### src/rtl/store_write_buffer.sv
// store_write_buffer: store side of the data-memory interface.
// Aligns SB/SH/SW requests into word address, lane-replicated data and byte
// strobes, queues them in a DEPTH-entry FIFO, and drains the head entry to
// memory over a valid/ready handshake.
// Optional feature macro: STORE_MISALIGN_TRAP_EN (drop misaligned SH/SW and
// pulse store_err). The default build ignores misaligned low address bits.
module store_write_buffer #(
    parameter int DEPTH = 2,
    parameter int AW    = 32
) (
    input  logic          clk,
    input  logic          rst_n,
    input  logic          req_valid,
    output logic          req_ready,
    input  logic [AW-1:0] req_addr,
    input  logic [31:0]   req_data,
    input  logic [2:0]    req_funct3,
    output logic          mem_valid,
    input  logic          mem_ready,
    output logic [AW-1:0] mem_addr,
    output logic [31:0]   mem_wdata,
    output logic [3:0]    mem_wstrb,
    output logic          store_err,
    output logic          busy
);

    localparam int PW = (DEPTH > 1) ? $clog2(DEPTH) : 1;
    localparam int CW = $clog2(DEPTH) + 1;

    localparam logic [2:0] F3_SB = 3'b000;
    localparam logic [2:0] F3_SH = 3'b001;
    localparam logic [2:0] F3_SW = 3'b010;

    typedef struct packed {
        logic [AW-1:0] addr;
        logic [31:0]   wdata;
        logic [3:0]    wstrb;
    } entry_t;

    entry_t        buf_q [DEPTH];
    logic [PW-1:0] head_q;
    logic [PW-1:0] tail_q;
    logic [CW-1:0] count_q;
    logic          store_err_q;

    entry_t        new_entry;
    logic          legal;
    logic          accept;
    logic          push;
    logic          pop;

    // Decode funct3 into an aligned entry and decide whether it may be queued.
    // NOTE: every signal assigned here gets a default first, so no path can
    // leave it unassigned and infer a latch.
    always_comb begin
        new_entry.addr  = {req_addr[AW-1:2], 2'b00};
        new_entry.wdata = '0;
        new_entry.wstrb = '0;
        legal           = 1'b0;
        case (req_funct3)
            F3_SB: begin
                legal           = 1'b1;
                new_entry.wstrb = 4'b0001 << req_addr[1:0];
                new_entry.wdata = {4{req_data[7:0]}};
            end
            F3_SH: begin
`ifdef STORE_MISALIGN_TRAP_EN
                legal           = ~req_addr[0];
`else
                legal           = 1'b1;
`endif
                new_entry.wstrb = req_addr[1] ? 4'b1100 : 4'b0011;
                new_entry.wdata = {2{req_data[15:0]}};
            end
            F3_SW: begin
`ifdef STORE_MISALIGN_TRAP_EN
                legal           = (req_addr[1:0] == 2'b00);
`else
                legal           = 1'b1;
`endif
                new_entry.wstrb = 4'b1111;
                new_entry.wdata = req_data;
            end
            default: legal = 1'b0;
        endcase
    end

    // Ready and valid come straight from registered occupancy, so a pop does
    // not re-open req_ready until the following cycle.
    assign req_ready = (count_q != CW'(DEPTH));
    assign mem_valid = (count_q != '0);
    assign busy      = mem_valid;
    assign store_err = store_err_q;

    assign accept = req_valid && req_ready;
    assign push   = accept && legal;
    assign pop    = mem_valid && mem_ready;

    // Outputs are forced to zero while empty so reset drives them to 0 at once.
    assign mem_addr  = mem_valid ? buf_q[head_q].addr  : '0;
    assign mem_wdata = mem_valid ? buf_q[head_q].wdata : '0;
    assign mem_wstrb = mem_valid ? buf_q[head_q].wstrb : '0;

    // Pointer, occupancy and error-pulse state.
    // NOTE: sequential state uses non-blocking assignments so every register
    // samples pre-edge values regardless of statement order.
    always_ff @(posedge clk or negedge rst_n) begin
        if (!rst_n) begin
            head_q      <= '0;
            tail_q      <= '0;
            count_q     <= '0;
            store_err_q <= 1'b0;
        end else begin
            store_err_q <= accept && !legal;
            if (push) tail_q <= tail_q + 1'b1;
            if (pop)  head_q <= head_q + 1'b1;
            case ({push, pop})
                2'b10:   count_q <= count_q + 1'b1;
                2'b01:   count_q <= count_q - 1'b1;
                default: count_q <= count_q;
            endcase
        end
    end

    // Entry storage, written at the tail on a legal push.
    // NOTE: the storage array is deliberately not reset; occupancy gates every
    // read, so stale contents are never observable.
    always_ff @(posedge clk) begin
        if (push) buf_q[tail_q] <= new_entry;
    end

endmodule

### config.mk
export PLATFORM = sky130hd
export DESIGN_NAME = store_write_buffer
export DESIGN_NICKNAME = d
export VERILOG_FILES = /design/src/rtl/store_write_buffer.sv
export SDC_FILE = /design/constraint.sdc
export NUM_CORES = 1
export LEC_CHECK = 0
export ABC_CLOCK_PERIOD_IN_PS = 7700
export BUFFER_PORTS_ARGS = -buffer_cell sky130_fd_sc_hd__buf_2
export CORE_UTILIZATION = 30
export DETAILED_ROUTE_END_ITERATION = 10
export HOLD_SLACK_MARGIN = 0.15
export MAX_ROUTING_LAYER = met4
export PLACE_DENSITY_LB_ADDON = 0.12
export RECOVER_POWER = 25
export SLEW_MARGIN = 20
export SYNTH_ARGS = -nofsm -noshare
export SYNTH_HDL_FRONTEND = slang
export SYNTH_SLANG_ARGS = --single-unit
export TNS_END_PERCENT = 50
### constraint.sdc
create_clock -name clk -period 7.7 [get_ports clk]
set_input_delay 0.385 -clock clk [delete_from_list [all_inputs] [get_ports clk]]
set_output_delay 0.385 -clock clk [all_outputs]
set_load 0.03 [all_outputs]
==> flow_metrics.tcl, run 1 <==
set metrics [dict create \
    num_vias 3695 \
    synth_seq_cells 137 \
    grt_start_max_net_pins 40 \
    routed_wl_mm 13.5 \
    yosysUniqueCellTypes 23 \
    cts_setup_buffers 0 \
    clk_pin_slew_ps 60 \
    rr_worst_depth 4 \
    slowest_delay_ps 970 \
    worstPathRequired_ps 7750 \
    design_area_um2 7480 \
    area_growth_pct 28.4 \
    place_ws_ps 4310 \
    placed_cell_area_um2 6730 \
    hold_start "req_addr[2]" \
    slew_headroom 0.243 \
    final_common_cell "edfxtp_1" \
    netlist_instances 418 \
    yosys_warnings 0 \
    io_buffers 140 \
    pwr_density_cell_nw_per_um2 377 \
    layout_common_cells "132 x edfxtp_1, 113 x buf_2, 71 x nor2_1" \
    wl_per_cell_um 15.9 \
    antenna_left 0 \
    ir_drop_mv 0.191 \
    r2r_setup_slack_ps 5020 \
    ctsHtreeMaxLevel 4 \
    grt_pass1_wl_mm 20.4 \
    crit_family "simple AND/OR/NAND/NOR gates" \
    worstPathArrival_ps 3700 \
    num_io_pins 143 \
    status "complete, no violations" \
    globalplace.congestion 0.861 \
    grt_pass1_vias 3650 \
    die_h_um 141 \
    startpoint_type "input port" \
    die_x_um 141 \
    crit_buf_inv 2 \
    diodes 0 \
    synth_top_family_by_area "multiplexers" \
    skew_ps 4.19 \
    tightest_slew_ps 1140 \
    leakagePower_nw 2.96 \
    muxShareOfSynthArea 0.113 \
    cts_buffers 17 \
    timing.final.crit_share 0.474 \
    coreArea_um2 18900 \
    cts_tree "done" \
    grt_antenna_before_repair 0 \
    seq_area_frac_synth 0.702 \
    rsz0062_at_grt "no" \
    placementRows 50 \
    synth-compound-area-share 0.0470 \
    min_period_ps 3650 \
    hold_violations 0 \
    worstPathMaxFanout 39 \
    tns_ps 0 \
    grt-ovfl-total 0 \
    post-dp-hpwl_mm 9.17 \
    clock_sinks 137 \
    fin_ws_ps 4050 \
    maxCapViolations 0 \
    drv_slew 0 \
    synthAdderAreaFrac 0.00215 \
    clk_latency_ps 410 \
    critPathCaptureType "flip-flop" \
    clockRootBuffer "clkbuf_16" \
    drc 0 \
    slowest_stage "a21oi_1" \
    synth_area_um2 5830 \
    holdWs_ps 191 \
    min_to "buf_q[1][36]" \
    first_iter_violations 158 \
    final_nets 646 \
    crit_type "in -> reg" \
    drt_pass1_iterations 4 \
    clk_path_buf_depth 2 \
    path_cells "clkbuf_1 -> a21oi_1 -> nand3_1 -> nor2_4 -> buf_4" \
    die-area_um2 20000 \
    post-place-cells 794 \
    grtUsageTotal 0.144 \
    viasPerCell 4.36 \
    r2r_end "buf_q[1][30]" \
    synthXorXnorAreaFrac 0.00751 \
    hold_depth 1 \
    initial_core_util 0.308 \
    max_freq_ghz 0.274 \
    post_synth.cell_area_avg_um2 13.9 \
    finalNonFillerCells 847 \
    hp-class "in -> reg" \
    drive_above_1_share 0.259 \
    r2r_start "count_q[0]" \
    synth-simple-area-share 0.0945 \
    setup_violations 0 \
]
==> flip-flops by register name, summed over array words and instances (netlist names) <==
signal,flops
store_err,1
head_q,1
tail_q,1
buf_q,132
count_q,2
==> synthesized netlist by cell type <==
cell type,instances,share of area
ha_1,1,0.0021
nand2_1,33,0.021
buf_1,1,0.00064
edfxtp_1,132,0.68
nand2b_1,10,0.011
a21oi_1,26,0.022
nand3_1,1,0.00086
a21oi_2,1,0.0015
xnor2_1,3,0.0045
a21o_1,16,0.021
o21a_1,2,0.0026
buf_4,6,0.0077
xor2_1,2,0.0030
dfrtp_1,5,0.021
nor2_1,74,0.048
nor2b_1,4,0.0043
buf_6,5,0.0097
inv_1,3,0.0019
buf_2,11,0.0094
clkbuf_1,6,0.0039
and2_1,9,0.0097
conb_1,1,0.00064
mux2i_1,66,0.11
==> cells by family (layout without fill, tap and decap cells) <==
logic type	Yosys count	after routing
AND/OR/NAND/NOR	131	131
XOR/XNOR	5	5
AO/OA/AOI/OAI	45	45
flip-flops	137	137
multiplexers	66	66
other	1	2
buffers and inverters	32	200
adder cells (fa/ha/maj)	1	1
==> cell type report <==
type / count / area, um^2
fill: 1887 / 11400
timing repair buffer: 165 / 907
tap: 260 / 325
clock inverter: 14 / 150
clock buffer: 18 / 429
multi-input combinational: 250 / 1570
sequential: 137 / 4090
inverter: 3 / 11.3
==> power by group <==
part / internal (W) / switching, W / leakage [nW]
Clock: 0.000477 / 0.000304 / 0.265
Sequential: 0.000911 / 0.0000671 / 1.27
Combinational: 0.000322 / 0.000744 / 1.43
==> timing repair <==
item	in CTS	in global routing
hold buffers	21	0
resized for setup	0	0
hold endpoints to repair	44	0
==> per-layer routing <==
metal / global-route usage / share of wire / up-vias
met1: 0.196 / 0.48 / 1746
met4: 0.0577 / 0.014 / 0
met3: 0.0348 / 0.059 / 15
li1: - / - / 1800
met2: 0.207 / 0.45 / 134
met5: - / 0 / -
==> worst max path at each step <==
stage                       start  cells past startpoint  slack (ps)            end
floorplan              count_q[0]                      3        3470    buf_q[0][0]
global placement    req_funct3[1]                      5        4360   buf_q[0][27]
detailed placement  req_funct3[1]                      5        4310   buf_q[0][26]
CTS                        head_q                      4        4750  mem_wdata[10]
global route        req_funct3[1]                      5        3670   buf_q[0][30]
finish              req_funct3[1]                      5        4050   buf_q[1][30]
==> per-stage QoR <==
stage                     utilization  power, W
after floorplan                     -   0.00178
after global placement          0.356   0.00207
after detailed placement        0.356   0.00208
after CTS                       0.398   0.00288
after global routing            0.396   0.00297
final                           0.396   0.00282
(Power assumes the default switching activity.)
==> run 2: changes to the inputs <==
--- a/config.mk
+++ b/config.mk
@@ -5,7 +5,8 @@
 export SDC_FILE = /design/constraint.sdc
 export NUM_CORES = 1
 export LEC_CHECK = 0
-export ABC_CLOCK_PERIOD_IN_PS = 7700
+export ABC_AREA = 1
+export ABC_CLOCK_PERIOD_IN_PS = 3800
 export BUFFER_PORTS_ARGS = -buffer_cell sky130_fd_sc_hd__buf_2
 export CORE_UTILIZATION = 30
 export DETAILED_ROUTE_END_ITERATION = 10
==> constraint.sdc (replaced) <==
create_clock -name clk -period 3.8 [get_ports clk]
set_input_delay 0.19 -clock clk [delete_from_list [all_inputs] [get_ports clk]]
set_output_delay 0.19 -clock clk [all_outputs]
set_load 0.03 [all_outputs]
==> run 2 against run 1 <==
Clock power rose by 100%. Highest routed layer unchanged. Synthesized cell count rose by 21%. Wire length rose by 11%.
==> flow_metrics.tcl, run 2 <==
set metrics [dict create \
    status "complete, no violations" \
    hold_violations 0 \
    clock_sinks 137 \
    synth_top_family_by_area "simple AND/OR/NAND/NOR gates" \
    routed.top_layer "met4" \
    viasPerCell 4.51 \
    grt-ovfl-total 0 \
    hold_depth 3 \
    maxCapViolations 0 \
    diodes 0 \
    swShare 0.415 \
    pwr_density_cell_nw_per_um2 756 \
    cpMostUsedCell "nand2_1" \
    synth_area_leaders "edfxtp_1 68%, nand2_1 11%, a21oi_1 5.8%, nand3_1 5.2%, dfrtp_1 2.1%" \
    crit_path_start "req_funct3[1]" \
    num_io_pins 143 \
    design_area_um2 7820 \
    clockRootBuffer "clkbuf_16" \
    crit_buf_inv 3 \
    dr_wl_met2_mm 6.91 \
    hold_buffers 60 \
    clk_pin_slew_ps 50 \
    worstPathRequired_ps 3950 \
    timing.final.crit_share 0.797 \
    tns_ps 0 \
    skew_ps 7.03 \
    crit_type "in -> reg" \
    synthFlopType "edfxtp_1" \
    ctsHtreeMaxLevel 4 \
    cts_buffers 17 \
    switching_power_w 0.00245 \
    yosysMostFrequentCell "nand2_1" \
    internal-power_w 0.00346 \
    synth_seq_cells 137 \
    die_x_um 141 \
    synthAdderAreaFrac 0.00215 \
    grt_start_max_net_pins 68 \
    drc 0 \
    cts_setup_buffers 0 \
    worstPathArrival_ps 3180 \
    r2r_setup_slack_ps 1810 \
    synthXorXnorAreaFrac 0.00301 \
    drt_pass1_iterations 5 \
    min_period_ps 3030 \
    seq_area_frac_synth 0.702 \
    cts_tree "done" \
    ir_drop_mv 0.343 \
    netlist_instances 505 \
    synth_edf_count 132 \
    routed_wl_mm 15.0 \
    r2r_end "buf_q[1][51]" \
    max_freq_ghz 0.330 \
    top_register "buf_q" \
    yosys_warnings 0 \
    globalplace.congestion 0.906 \
    post-place-cells 878 \
    synth_area_um2 5820 \
    rr_worst_depth 5 \
    drive_above_1_share 0.221 \
    ctsResizeCount 0 \
    post_synth.cell_area_avg_um2 11.5 \
    finalNonFillerCells 969 \
    post-dp-hpwl_mm 9.38 \
    path_cells "clkbuf_1 -> clkinvlp_2 -> nand2_1 -> nor2_8 -> nand2_1 -> nand3_1 -> dlygate4sd3_1" \
    final_common_cell "nand2_1" \
    wl_met3_um 686 \
    startpoint_type "input port" \
    placed_cell_area_um2 6690 \
    clockPowerShare 0.270 \
    largest_reg_flops 132 \
    rsz0062_at_grt "no" \
    leakagePower_nw 3.17 \
    hold_start "req_data[27]" \
    drv_slew 0 \
    grt_antenna_before_repair 0 \
    ys_top_cells_by_count "163 x nand2_1, 132 x edfxtp_1, 67 x a21oi_1" \
    final_nets 769 \
    placementRows 50 \
    grtUsageTotal 0.161 \
    wl_per_cell_um 15.4 \
    layout_common_cells "164 x nand2_1, 132 x edfxtp_1, 114 x buf_2" \
    critPathCaptureType "flip-flop" \
    r2r_start "count_q[0]" \
    muxShareOfSynthArea 0 \
    slowest_delay_ps 890 \
    min_to "buf_q[1][31]" \
    coreArea_um2 18800 \
    die-area_um2 20000 \
    power_w 0.00591 \
    worstPathMaxFanout 27 \
    synth-simple-area-share 0.178 \
    async_reset_ff_frac 0.0365 \
    yosysTopAreaCellShare 0.681 \
    io_buffers 140 \
    tightest_slew_ps 1140 \
    num_vias 4366 \
    top_regs "buf_q (132), count_q (2)" \
    yosys.area.top_type "edfxtp_1" \
    seqPwrFrac 0.320 \
    area_growth_pct 34.3 \
    yosysUniqueCellTypes 25 \
    setup_violations 0 \
    slew_headroom 0.238 \
    slowest_stage "clkinvlp_2" \
    antenna_left 0 \
    clk_path_buf_depth 2 \
    initial_core_util 0.309 \
    m1WireLength_mm 7.27 \
    grt_pass1_wl_mm 23.1 \
    clk_latency_ps 410 \
    synth-compound-area-share 0.0591 \
    die_h_um 141 \
    holdWs_ps 171 \
    hp-class "in -> reg" \
    crit_family "buffers and inverters" \
    grt_pass1_vias 4182 \
    p_comb_frac 0.410 \
    first_iter_violations 262 \
]
## run 2: worst register-to-register path: cells and delay by family (launching register included)
family	cells	cell delay [ps]
simple gates	2	330
compound gates	1	240
buf+inv	2	580
flops	1	450
## run 2: worst max path at each step
| stage | end | slack (ps) | depth (start not counted) |
|---|---|---|---|
| after detailed placement | buf_q[1][43] | 1540 | 5 |
| final | buf_q[1][28] | 770 | 7 |
| after global routing | buf_q[0][28] | 580 | 7 |
| after floorplan | buf_q[1][0] | 880 | 4 |
| after global placement | mem_wdata[8] | 1580 | 5 |
| after CTS | mem_wdata[8] | 1110 | 5 |
## run 2: logic make-up (layout without fill, tap and decap cells)
logic type      after synthesis  count (layout)
flops                       137             137
xor+xnor                      2               2
other cells                   1               2
buf+inv                      55             258
compound gates               68              68
simple gates                241             241
fa+ha+maj                     1               1
## run 2: cell type report
cell class,instances,area [um^2]
sequential,137,4090
timing repair buffer,206,1330
multi-input combinational,314,1430
inverter,21,80.1
clock inverter,11,130
tap,260,325
clock buffer,20,437
fill,1834,11000
## run 2: per-stage QoR
step                setup WS [ps]   util
floorplan                     882      -
global placement             1580  0.355
detailed placement           1540  0.355
CTS                          1110  0.417
global route                  583  0.415
finish                        773  0.415
## run 2: layer usage
layer / up-vias / track usage
met2: 148 / 0.238
met4: 0 / 0.0618
met3: 8 / 0.0324
li1: 2139 / -
met5: - / -
met1: 2071 / 0.218
## run 2: power groups by stage
| stage | registers, W | clock network [W] | logic (W) |
|---|---|---|---|
| finish | 0.00189 | 0.00159 | 0.00242 |
| global route | 0.00191 | 0.00169 | 0.00262 |
| CTS | 0.00189 | 0.00164 | 0.00248 |
| detailed placement | 0.00192 | 0 | 0.00242 |
| global placement | 0.00192 | 0 | 0.00241 |
| floorplan | 0.00192 | 0 | 0.00172 |
